[config.mk]
export PLATFORM = sky130hd
export DESIGN_NAME = demux_rr_sched_flat
export DESIGN_NICKNAME = d
export VERILOG_FILES = /design/src/rtl/demux_rr_sched_if.sv /design/src/rtl/demux_rr_sched.sv /design/src/flat_wrapper.sv
export SDC_FILE = /design/constraint.sdc
export NUM_CORES = 1
export LEC_CHECK = 0
export ABC_AREA = 1
export CORE_MARGIN = 3
export CORE_UTILIZATION = 30
export CTS_BUF_LIST = sky130_fd_sc_hd__clkbuf_16
export CTS_CLUSTER_DIAMETER = 120
export DETAILED_ROUTE_END_ITERATION = 12
export GPL_TIMING_DRIVEN = 0
export PLACE_DENSITY = 0.66
export SLEW_MARGIN = 20
export SYNTH_ARGS = -nofsm -noshare
export SYNTH_HDL_FRONTEND = slang
export SYNTH_SLANG_ARGS = --single-unit
[constraint.sdc]
create_clock -name clk -period 1.8 [get_ports clk]
set_input_delay 0.27 -clock clk [delete_from_list [all_inputs] [get_ports clk]]
set_output_delay 0.27 -clock clk [all_outputs]
set_load 0.1 [all_outputs]
[src/rtl/demux_rr_sched_if.sv]
// Handshake bundle between one word producer and the four sink channels of demux_rr_sched.
// Producer/sink side uses modport master; the scheduler uses modport slave.
interface demux_rr_sched_if #(
   parameter int W = 4
);
   logic [3:0]     chan_en;
   logic [W-1:0]   in_data;
   logic           in_valid;
   logic           in_ready;
   logic [4*W-1:0] ch_data;
   logic [3:0]     ch_valid;
   logic [3:0]     ch_ready;
   logic [1:0]     sel;
   logic           busy;
   logic           cnt_clr;
   logic [31:0]    cnt_o;

   modport master (
      output chan_en, in_data, in_valid, ch_ready, cnt_clr,
      input  in_ready, ch_data, ch_valid, sel, busy, cnt_o
   );

   modport slave (
      input  chan_en, in_data, in_valid, ch_ready, cnt_clr,
      output in_ready, ch_data, ch_valid, sel, busy, cnt_o
   );
endinterface

[src/rtl/demux_rr_sched.sv]
// Round-robin 1:4 word demultiplexer: one output register, BURST_LEN words per grant.
// Define DEMUX_RR_SCHED_CNT_EN to build the four 8-bit per-channel delivery counters.
module demux_rr_sched #(
   parameter int W         = 4,
   parameter int BURST_LEN = 4
) (
   input logic             clk,
   input logic             rst_n,
   demux_rr_sched_if.slave bus
);
   localparam int BW = $clog2(BURST_LEN + 1);

   typedef enum logic {IDLE, BURST} state_t;

   state_t        state_reg, state_next;
   logic [1:0]    sel_reg, sel_next;
   logic [BW-1:0] bcnt_reg, bcnt_next;
   logic          hold_v_reg;
   logic [W-1:0]  hold_data_reg;
   logic [1:0]    hold_dest_reg;
   logic [3:0]    ch_valid_w;
   logic          drain, accept, in_ready_w;

   // First enabled channel scanning start, start+1, ... with wrap; start if none.
   function automatic logic [1:0] pick(input logic [3:0] mask, input logic [1:0] start);
      logic [1:0] r;
      r = start;
      for (int i = 3; i >= 0; i--) begin
         if (mask[2'(start + 2'(i))]) r = 2'(start + 2'(i));
      end
      return r;
   endfunction

   assign drain      = hold_v_reg & bus.ch_ready[hold_dest_reg];
   assign in_ready_w = (state_reg == BURST) & bus.chan_en[sel_reg] & (~hold_v_reg | drain);
   assign accept     = bus.in_valid & in_ready_w;

   always_ff @(posedge clk or negedge rst_n) begin
      if (!rst_n) begin
         state_reg <= IDLE;
         sel_reg   <= 2'd0;
         bcnt_reg  <= '0;
      end else begin
         state_reg <= state_next;
         sel_reg   <= sel_next;
         bcnt_reg  <= bcnt_next;
      end
   end

   always_comb begin
      state_next = state_reg;
      sel_next   = sel_reg;
      bcnt_next  = bcnt_reg;
      case (state_reg)
         IDLE: begin
            if (|bus.chan_en) begin
               state_next = BURST;
               sel_next   = pick(bus.chan_en, sel_reg);
               bcnt_next  = '0;
            end
         end
         BURST: begin
            if (bus.chan_en == 4'd0) begin
               state_next = IDLE;
               bcnt_next  = '0;
            end else if (accept) begin
               if (bcnt_reg == BW'(BURST_LEN - 1)) begin
                  bcnt_next = '0;
                  sel_next  = pick(bus.chan_en, sel_reg + 2'd1);
               end else begin
                  bcnt_next = bcnt_reg + 1'b1;
               end
            end else if (!bus.chan_en[sel_reg]) begin
               // granted channel was withdrawn: move on without waiting for a word
               sel_next  = pick(bus.chan_en, sel_reg + 2'd1);
               bcnt_next = '0;
            end
         end
         default: state_next = IDLE;
      endcase
   end

   // Destination is frozen at accept so a held word is never redirected.
   always_ff @(posedge clk or negedge rst_n) begin
      if (!rst_n) begin
         hold_v_reg    <= 1'b0;
         hold_data_reg <= '0;
         hold_dest_reg <= 2'd0;
      end else if (accept) begin
         hold_v_reg    <= 1'b1;
         hold_data_reg <= bus.in_data;
         hold_dest_reg <= sel_reg;
      end else if (drain) begin
         hold_v_reg    <= 1'b0;
      end
   end

   genvar gi;
   generate
      for (gi = 0; gi < 4; gi++) begin : g_ch
         assign ch_valid_w[gi]        = hold_v_reg & (hold_dest_reg == 2'(gi));
         assign bus.ch_data[gi*W +: W] = ch_valid_w[gi] ? hold_data_reg : '0;
      end
   endgenerate

   assign bus.ch_valid = ch_valid_w;
   assign bus.in_ready = in_ready_w;
   assign bus.sel      = sel_reg;
   assign bus.busy     = hold_v_reg | (state_reg == BURST);

`ifdef DEMUX_RR_SCHED_CNT_EN
   generate
      for (gi = 0; gi < 4; gi++) begin : g_cnt
         logic [7:0] cnt_reg;
         always_ff @(posedge clk or negedge rst_n) begin
            if (!rst_n)
               cnt_reg <= 8'd0;
            else if (bus.cnt_clr)
               cnt_reg <= 8'd0;
            else if (drain && hold_dest_reg == 2'(gi))
               cnt_reg <= cnt_reg + 8'd1;
         end
         assign bus.cnt_o[gi*8 +: 8] = cnt_reg;
      end
   endgenerate
`else
   logic unused_cnt_clr;
   assign unused_cnt_clr = bus.cnt_clr;
   assign bus.cnt_o      = 32'd0;
`endif
endmodule
[src/flat_wrapper.sv]
// flat-port wrapper written by rule: the top's interface ports become plain ports
module demux_rr_sched_flat 
#(
   parameter int W         = 4,
   parameter int BURST_LEN = 4
)
  (clk, rst_n, bus_chan_en, bus_in_data, bus_in_valid, bus_ch_ready, bus_cnt_clr, bus_in_ready, bus_ch_data, bus_ch_valid, bus_sel, bus_busy, bus_cnt_o);
  demux_rr_sched_if #(.W(W)) bus_i ();
  input logic clk;
  input logic rst_n;
  input wire logic [$bits(bus_i.chan_en)-1:0] bus_chan_en;
  input wire logic [$bits(bus_i.in_data)-1:0] bus_in_data;
  input wire logic [$bits(bus_i.in_valid)-1:0] bus_in_valid;
  input wire logic [$bits(bus_i.ch_ready)-1:0] bus_ch_ready;
  input wire logic [$bits(bus_i.cnt_clr)-1:0] bus_cnt_clr;
  output wire logic [$bits(bus_i.in_ready)-1:0] bus_in_ready;
  output wire logic [$bits(bus_i.ch_data)-1:0] bus_ch_data;
  output wire logic [$bits(bus_i.ch_valid)-1:0] bus_ch_valid;
  output wire logic [$bits(bus_i.sel)-1:0] bus_sel;
  output wire logic [$bits(bus_i.busy)-1:0] bus_busy;
  output wire logic [$bits(bus_i.cnt_o)-1:0] bus_cnt_o;
  assign bus_i.chan_en = bus_chan_en;
  assign bus_i.in_data = bus_in_data;
  assign bus_i.in_valid = bus_in_valid;
  assign bus_i.ch_ready = bus_ch_ready;
  assign bus_i.cnt_clr = bus_cnt_clr;
  assign bus_in_ready = bus_i.in_ready;
  assign bus_ch_data = bus_i.ch_data;
  assign bus_ch_valid = bus_i.ch_valid;
  assign bus_sel = bus_i.sel;
  assign bus_busy = bus_i.busy;
  assign bus_cnt_o = bus_i.cnt_o;
  demux_rr_sched #(.W(W), .BURST_LEN(BURST_LEN)) u_core (.clk(clk), .rst_n(rst_n), .bus(bus_i));
endmodule
# ---- After elaboration in Yosys (flattened, before gate mapping)
# Index checks and enable logic that the tools add are counted.
dict set report totals {
  regBits 13
  latch_bits 0
  ram_bits 0
  romBits 0
  output_inout_bits 56
  word_cells 95
  memories 0
}
dict set report op_classes {
  add_sub_neg 7
  multipliers 0
  n_div 0
  n_lt_le_gt_ge 8
  n_eq_ne 11
  shifts 0
  mux 45
  bitwise 12
  n_reduce_logical 6
}
# operator count
set op_table {}
lappend op_table {{two-way mux 2 bit} 13}
lappend op_table {{less-than comparator 2 x 3 -> 1 bit, second input constant} 8}
lappend op_table {{binary-select mux 1 bit (select 2 bit)} 8}
lappend op_table {{two-way mux 4 bit} 4}
lappend op_table {{two-way mux 3 bit} 5}
lappend op_table {{two-way mux 1 bit} 12}
lappend op_table {{adder 2 bit, second input constant} 4}
lappend op_table {{bitwise AND 1 bit} 8}
lappend op_table {{inequality test 3 bit, second input constant} 2}
lappend op_table {{case mux 3 bit (2 select lines)} 1}
lappend op_table {{AND reduction 6 bit} 1}
lappend op_table {{adder 2 x 1 -> 2 bit, second input constant} 2}
lappend op_table {{equality test 2 bit, second input constant} 2}
lappend op_table {{logical NOT 4 bit} 1}
lappend op_table {{inequality test 2 bit, second input constant} 2}
lappend op_table {{inequality test 4 x 1 -> 1 bit, second input constant} 1}
lappend op_table {{inequality test 4 bit, second input constant} 1}
lappend op_table {{case mux 2 bit (2 select lines)} 1}
lappend op_table {{OR reduction 4 bit} 1}
lappend op_table {{adder 3 x 1 -> 3 bit, second input constant} 1}
lappend op_table {{equality test 3 x 2 -> 1 bit, second input constant} 1}
lappend op_table {{equality test 2 x 1 -> 1 bit, second input constant} 1}
lappend op_table {{logical NOT 2 bit} 1}
lappend op_table {{inequality test 2 x 1 -> 1 bit, second input constant} 1}
lappend op_table {{5 further kinds} 7}

# ---- Depth between registers and ports, before layout
# Gate-level depths: netlist of run 1.
dict set report logic_depth {
  depth_word 12
  ltp_mapped 13
}

# ---- Worst setup path before layout of run 1
# OpenSTA, ideal clock, no wires.
dict set report synth_timing {
  path_kind {flip-flop to output port}
  startpoint {reg u_core.hold_dest_reg[0]}
  endpoint {out bus_ch_data[12]}
  arrival_time_ns 4.368
  path_slack_ns -2.838
  path_stages_with_launch 6
  n_path_buf 1
  cell_sequence {dfrtp_1 buf_2 inv_1 nor3_1 inv_1 nor2_1}
}
dict set report synth_via {
  elab_chain_cells 3
}
# element line
set synth_lines {}
lappend synth_lines {{start: declaration} demux_rr_sched.sv:20} ;# logic [1:0] hold_dest_reg;
lappend synth_lines {{start signal: assignment} demux_rr_sched.sv:92} ;# hold_dest_reg <= sel_reg;
lappend synth_lines {{equality test 2 bit} demux_rr_sched.sv:101} ;# assign ch_valid_w[gi] = hold_v_reg & (hold_dest_reg == 2'(gi));
lappend synth_lines {{bitwise AND 1 bit} demux_rr_sched.sv:101}
lappend synth_lines {{named net bus_ch_valid[3]} flat_wrapper.sv:18} ;# output wire logic [$bits(bus_i.ch_valid)-1:0] bus_ch_valid;
lappend synth_lines {{two-way mux 4 bit} demux_rr_sched.sv:102} ;# assign bus.ch_data[gi*W +: W] = ch_valid_w[gi] ? hold_data_reg : '0;
lappend synth_lines {{end: declaration} flat_wrapper.sv:17} ;# output wire logic [$bits(bus_i.ch_data)-1:0] bus_ch_data;
# The timed path passes the listed nets, and every way through them passes these cells.

# ---- Worst setup path in the final report of run 1
dict set report layout_timing {
  startpoint {reg u_core.sel_reg[0] (netlist: u_core.bus.sel[0])}
  endpoint {out bus_sel[0]}
}
# element line
set layout_rtl {}
lappend layout_rtl {{start: declaration} demux_rr_sched.sv:16} ;# logic [1:0] sel_reg, sel_next;
lappend layout_rtl {{start signal: assignment} demux_rr_sched.sv:45} ;# sel_reg <= sel_next;
lappend layout_rtl {{end: declaration} flat_wrapper.sv:19} ;# output wire logic [$bits(bus_i.sel)-1:0] bus_sel;
# No word-level cell between the ends.

==> results of run 1 <==
==> path summary, 6_finish.rpt <==
path	endpoint	slack [ps]	cells after the start
worst max-delay path	bus_sel[0]	40	1
min in group clk	u_core.bcnt_reg[2]$_DFFE_PN0P_	490	1
worst min-delay path	u_core.bus.sel[0]$_DFFE_PN0P_	410	1
max in group asynchronous	u_core.bus.sel[1]$_DFFE_PN0P_	960	1
worst min register to register	u_core.bcnt_reg[2]$_DFFE_PN0P_	490	1
worst max register to register	u_core.bus.sel[1]$_DFFE_PN0P_	140	11
==> Yosys cell counts (all sizes together) <==
master  instances
nand2          54
nand3          15
a22o            1
ha              1
inv            22
xnor2           1
nor3            5
nor2           26
o21ai          12
conb            1
dfrtp          13
nor4            1
o31ai           1
o21a            1
buf            34
nand4           1
a21oi           4
==> area by class of cell <==
class	count	area share [%]
Buffer	34	12.4
Clock buffer	3	3.56
Clock inverter	1	0.178
Inverter	22	4.51
Multi-Input combinational cell	155	41.8
Sequential cell	13	15.8
Tap cell	48	2.85
Timing Repair Buffer	39	18.8
==> report_power, final <==
| part | internal, mW | switching [mW] | leakage [nW] |
|---|---|---|---|
| sequential | 0.427 | 0.0950 | 0.158 |
| clock | 0.292 | 0.113 | 0.0423 |
| combinational | 0.761 | 2.27 | 0.878 |
==> metrics by stage <==
step	hold WS, ps	utilization (%)
2_1_floorplan	-25.6	-
3_3_place_gp	474	52.6
3_5_place_dp	480	52.6
4_1_cts	433	53.5
5_1_grt	468	55.2
6_report	406	55.2
==> per-layer routing <==
metal | wire length (µm) | part of all wire [%]
met5 | 0 | 0
met4 | 0 | 0
met3 | 233 | 7.9
met2 | 1340 | 46
met1 | 1370 | 46
==> cells by family after synthesis <==
kind of cell | after synthesis
compound gates | 19
xor+xnor | 1
fa+ha+maj | 1
buf+inv | 56
flops | 13
other cells | 1
simple gates | 102
==> timing repair <==
item / in CTS / in global routing
gates resized for setup: 133 / 19
setup endpoints to repair: 24 / 18
setup buffers: 0 / 1
==> run summary, run 1 <==
================================================================================
Final setup margin ................................................      37.5 ps
Clock buffers created by TritonCTS ................................            3
Initial detailed-routing violation count ..........................           28
GRT Overall Usage .................................................        11.6%
Worst flop-to-flop path startpoint ................................ u_core.bus.sel[0]$_DFFE_PN0P_
Final Hold Violating Endpoints ....................................            0
Max FO, Critical Path .............................................            2
Cell Area, Synth ..................................................     1240 µm²
Wire length of the first global-routing pass ......................      4850 µm
CP max-delay cell ................................................. sky130_fd_sc_hd__dlygate4sd2_1
Delay contributed by the slowest stage of the critical path .......       860 ps
Footprint of the flip-flops and latches ...........................      334 µm²
Mean number of vias per cell ......................................         4.04
Clock-pin transition on the worst setup and hold timing paths .....        40 ps
Synth warnings ....................................................            0
Die boundary width ................................................      70.3 µm
GRT busiest layer .................................................         met2
Multiplexer share of the synthesized area .........................           0%
Run status ........................................................ complete, no violations
Met3 track demand over resource ...................................        3.02%
Worst slew margin .................................................        36.3%
Share of the clock period used by the worst path ..................        97.9%
Summed negative setup slack over all endpoints ....................         0 ps
Synth Register Bits ...............................................           13
Buffers & Inverters on Critical Path ..............................            1
Number of nets with antenna violations after routing ..............            0
Placement row count ...............................................           22
Vertical die dimension ............................................      70.3 µm
Cell type group with the largest total delay on the critical path . buffers and inverters
Clock latency at the later pin of the worst-skew pair .............       240 ps
Arrival time of the worst setup path ..............................      1490 ps
Fmax ..............................................................      567 MHz
Pwr Total .........................................................      3.95 mW
Synthesized area divided by synthesized cell count ................     6.43 µm²
Compound-gate portion of the synthesized area .....................        8.37%
H-tree levels .....................................................            1
Final Routed Wirelength ...........................................      2950 µm
Footprint of the multi-input gates ................................      883 µm²
Vias in the first global route ....................................         1126
Count of vias placed by the detailed router .......................         1274
Final cell count without fillers ..................................          315
Buffer depth of the longest clock path ............................            2
Setup-violating endpoint count in the final report ................            0
Main combinational cell family by area after synthesis ............ simple AND/OR/NAND/NOR gates
Post-synthesis cell count .........................................          193
# fillers .........................................................          373
Slew Viols, Final .................................................            0
Maximum clock skew at final layout ................................     0.762 ps
Clock tree from TritonCTS .........................................        built
Start-to-end type of the worst setup path ......................... register to output port
Path category of the worst min-delay check ........................ input port to async pin
Worst Max-Slew Pin Slew ...........................................       960 ps
Library cells used by synthesis ...................................           27
GR Layer Usage met2 ...............................................        18.1%
Final cell area excluding filler cells ............................     2110 µm²
Most area-hungry cell type in the Yosys netlist ................... sky130_fd_sc_hd__dfrtp_1
Fraction of post-synthesis cell area in the top cell type by area .        26.2%
Std-Cell Core Area ................................................     3830 µm²
Final Net Count ...................................................          285
GR Layer Usage met1 ...............................................        16.4%
PD cells ..........................................................  1870 nW/µm²
Cell at the root of the clock tree ................................ sky130_fd_sc_hd__clkbuf_16
XOR/XNOR share of the synthesized area ............................       0.706%
Clock Sinks .......................................................           13
Leading cell type in the layout, fill and taps excluded ........... sky130_fd_sc_hd__nand2_1
Detailed-router iteration count before antenna repair .............            4
Growth of design area from synthesis to finish ....................        70.1%
Initial Utilization ...............................................        32.4%
Final global-route overflow total .................................            0
Pin count of the biggest net entering global routing ..............           14
Setup repair after global routing missed its margin ...............         true
Peak supply drop ..................................................      1170 µV
Residual DRC ......................................................            0
Boundary pin count ................................................           72
Crit path time final ..............................................      1760 ps
Adder and majority gate portion of the synthesized area ...........        1.01%
Number of buffer cells added on primary ports .....................           38
Post-DR wirelength/cell ...........................................      9.35 µm
Placement Cell Area ...............................................     2010 µm²
Origin of the worst setup path .................................... u_core.bus.sel[0]$_DFFE_PN0P_
Hold Buf Count CTS ................................................            0
Number of antenna cells inserted ..................................            0
Initial antenna violation count ...................................            0
Leading post-synthesis cells by cell area ......................... sky130_fd_sc_hd__dfrtp_1 26%, sky130_fd_sc_hd__buf_4 19%, sky130_fd_sc_hd__nand2_1 16%, sky130_fd_sc_hd__nor2_1 7.3%, sky130_fd_sc_hd__inv_1 6.0%
Crit end category .................................................  output port
Synthesized-area fraction occupied by and/or/nand/nor cells .......        35.9%
Total of max-cap violations .......................................            0
Area enclosed by the die boundary .................................     4940 µm²
Post-synthesis sequential area ratio ..............................        26.2%
Most frequent cells in the layout ................................. 51 x sky130_fd_sc_hd__nand2_1, 34 x sky130_fd_sc_hd__buf_4, 32 x sky130_fd_sc_hd__conb_1, 18 x sky130_fd_sc_hd__nor2_4
Global placer's final weighted congestion .........................        0.801
CP startpoint kind ................................................     register
Number of placed instances, taps included .........................          310
Pre-CTS setup slack ...............................................      -823 ps
Critical Path RT ..................................................      1530 ps
Cell Chain, Critical Path ......................................... dlygate4sd2_1
Max FFs per register ..............................................            4
Fraction of layout cells with a size suffix above 1 ...............        38.6%
Cell leakage power ................................................      1.08 nW
Post-DP HPWL ......................................................      2450 µm
================================================================================
Power figures use the tool's default switching activity.
==> inputs of run 2 (changes only) <==
--- a/config.mk
+++ b/config.mk
@@ -6,6 +6,7 @@
 export NUM_CORES = 1
 export LEC_CHECK = 0
 export ABC_AREA = 1
+export ABC_CLOCK_PERIOD_IN_PS = 2100
 export CORE_MARGIN = 3
 export CORE_UTILIZATION = 30
 export CTS_BUF_LIST = sky130_fd_sc_hd__clkbuf_16
==> constraint.sdc (replaced) <==
create_clock -name clk -period 2.1 [get_ports clk]
set_input_delay 0.315 -clock clk [delete_from_list [all_inputs] [get_ports clk]]
set_output_delay 0.315 -clock clk [all_outputs]
set_load 0.1 [all_outputs]
==> run 2 against run 1 <==
Die area is the same. Core utilization is 2.9 points lower. Clock power decreased by 16%. Worst setup slack better by 74 ps. First-iteration DRC count grew 32%. Non-clock buffer count decreased by 1.
==> run summary, run 2 (synthesis results as in run 1) <==
===============================================================================
Number of nets with antenna violations after routing .............            0   unchanged
Final Net Count ..................................................          284   -0.35%
Wire length of the first global-routing pass .....................      4590 µm   -5.4%
Summed negative setup slack over all endpoints ...................         0 ps   unchanged
Leading cell type in the layout, fill and taps excluded .......... sky130_fd_sc_hd__nand2_1
Combinational fraction of design power ...........................        75.6%   -1.0 points
Placement row count ..............................................           22   unchanged
Max FFs per register .............................................            4   unchanged
Switch share .....................................................        63.9%   +1.3 points
Final global-route overflow total ................................            0   unchanged
Terminus of the critical flop-to-flop path ....................... u_core.bus.sel[1]$_DFFE_PN0P_
Global placer's final weighted congestion ........................        0.840   +4.8%
Buffer depth of the longest clock path ...........................            2   unchanged
Max FO, Critical Path ............................................            7   +5
Final Hold Violating Endpoints ...................................            0   unchanged
Initial antenna violation count ..................................            0   unchanged
Worst flop-to-flop path startpoint ............................... u_core.bus.sel[0]$_DFFE_PN0P_
Initial detailed-routing violation count .........................           37   +32%
Maximum clock skew at final layout ...............................      2.14 ps   +1.38 ps
Clock tree from TritonCTS ........................................        built
Crit path time final .............................................      1990 ps
Clock buffers created by TritonCTS ...............................            3   unchanged
Vias in the first global route ...................................         1033   -8.3%
Final cell area excluding filler cells ...........................     2000 µm²   -5.2%
Number of placed instances, taps included ........................          310   unchanged
Crit end category ................................................  output port
Mean number of vias per cell .....................................         4.01   -0.78%
Boundary pin count ...............................................           72   unchanged
Start-to-end type of the worst setup path ........................ register to output port
Cell leakage power ...............................................      1.06 nW   -1.8%
Arrival time of the worst setup path .............................      1670 ps   +180 ps
Sequential cell fraction of total power ..........................        13.9%   +0.7 points
Pin count of the biggest net entering global routing .............           14   unchanged
Clock-pin transition on the worst setup and hold timing paths ....        40 ps   about the same
Most frequent cells in the layout ................................ 52 x sky130_fd_sc_hd__nand2_1, 32 x sky130_fd_sc_hd__buf_4, 32 x sky130_fd_sc_hd__conb_1, 18 x sky130_fd_sc_hd__nor2_4, 16 x sky130_fd_sc_hd__buf_2
Number of antenna cells inserted .................................            0   unchanged
Fraction of power consumed by the clock network ..................        10.5%   +0.3 points
Count of vias placed by the detailed router ......................         1260   -1.1%
Worst Max-Slew Pin Slew ..........................................       969 ps   +8.71 ps
Number of buffer cells added on primary ports ....................           38   unchanged
GRT Overall Usage ................................................        11.2%   -0.40 points
Setup repair after global routing missed its margin ..............        false
Number of cells traversed by the worst register-to-register path .            9   -2
Fmax .............................................................      503 MHz
Run status ....................................................... complete, no violations
Setup-violating endpoint count in the final report ...............            0   unchanged
Post-route core utilization ......................................        52.3%   -2.9 points
Final Routed Wirelength ..........................................      2870 µm   -2.7%
Total of max-cap violations ......................................            0   unchanged
Vertical die dimension ...........................................      70.3 µm   unchanged
Net switching component of the power .............................      2.07 mW   -16%
Path category of the worst min-delay check ....................... input port to async pin
Growth of design area from synthesis to finish ...................        61.2%
Post-DR wirelength/cell ..........................................      9.13 µm   -2.4%
Area enclosed by the die boundary ................................     4940 µm²   unchanged
Final cell count without fillers .................................          314   -0.32%
Post-DP HPWL .....................................................      2480 µm   +1.2%
CP startpoint kind ...............................................     register
Pwr Total ........................................................      3.24 mW   -18%
Detailed-router iteration count before antenna repair ............            4   unchanged
Internal Pwr Total ...............................................      1.17 mW   -21%
Slew Viols, Final ................................................            0   unchanged
Share of the clock period used by the worst path .................        94.7%
PD cells .........................................................  1620 nW/µm²   -13%
Clock Sinks ......................................................           13   unchanged
Cell at the root of the clock tree ............................... sky130_fd_sc_hd__clkbuf_16
Residual DRC .....................................................            0   unchanged
Clock latency at the later pin of the worst-skew pair ............       230 ps   about the same
Peak supply drop .................................................       939 µV   -20%
Die boundary width ...............................................      70.3 µm   unchanged
H-tree levels ....................................................            1   unchanged
Critical Path RT .................................................      1780 ps   +250 ps
Initial Utilization ..............................................        32.4%   unchanged
Fraction of layout cells with a size suffix above 1 ..............        37.2%   -1.4 points
Placement Cell Area ..............................................     2000 µm²   -0.50%
Std-Cell Core Area ...............................................     3830 µm²   unchanged
Worst slew margin ................................................        35.3%   -0.94 points
Worst setup slack for register-to-register paths .................       410 ps   +270 ps
===============================================================================
run 2: how the worst max path moves through the flow:
stage | from | to | slack [ps] | cells past startpoint
after floorplan | u_core.hold_dest_reg[1]$_DFFE_PN0P_ | bus_ch_data[10] | -390 | 4
after global placement | bus_chan_en[3] | bus_in_ready | -600 | 6
after detailed placement | bus_chan_en[3] | bus_in_ready | -610 | 6
after CTS | u_core.hold_dest_reg[1]$_DFFE_PN0P_ | bus_ch_data[9] | 0.05 | 5
after global routing | u_core.hold_dest_reg[1]$_DFFE_PN0P_ | bus_ch_data[10] | 2 | 5
final | u_core.hold_dest_reg[1]$_DFFE_PN0P_ | bus_ch_data[10] | 110 | 5
run 2: repair_timing:
action | 4_1_cts | 5_1_grt
endpoints found under the setup margin | 23 | 16
hold buffers | 0 | 0
cloned | 0 | 0
setup buffers | 0 | 0
resized for setup | 75 | 28
run 2: power by group through the flow:
stage | combinational (mW) | clock (mW) | sequential [mW]
global route | 2.65 | 0.370 | 0.465
global placement | 2.52 | 0 | 0.453
finish | 2.45 | 0.341 | 0.449
CTS | 2.49 | 0.350 | 0.450
detailed placement | 2.53 | 0 | 0.453
floorplan | 2.00 | 0 | 0.579
run 2: layout make-up:
type / instances / area, µm²
clock buffers: 3 / 75.1
inverters: 22 / 92.6
well taps: 48 / 60.1
plain buffers: 34 / 263
flip-flops and latches: 13 / 334
fillers: 402 / 1830
repair buffers: 38 / 299
multi-input cells: 155 / 873
clock inverters: 1 / 3.75
run 2: metrics by stage:
step	setup WS, ps	hold WS (ps)
floorplan	-395	19.4
global placement	-600	472
detailed placement	-606	484
CTS	0.0485	484
global route	1.67	511
finish	112	462
run 2: worst max-delay path, cell delays in order, from the launching register on:
cell,delay [ps]
sky130_fd_sc_hd__dfrtp_2,480
sky130_fd_sc_hd__inv_4,90
sky130_fd_sc_hd__nor3_4,210
sky130_fd_sc_hd__inv_2,120
sky130_fd_sc_hd__nor2_4,110
sky130_fd_sc_hd__buf_2,430
run 2: routing by layer:
metal	track usage [%]	vias up	routed length, µm
met1	14.7	516	1290
met5	0	-	0
met2	17.8	44	1310
met4	5.11	0	36
met3	1.73	2	230
li1	-	698	-
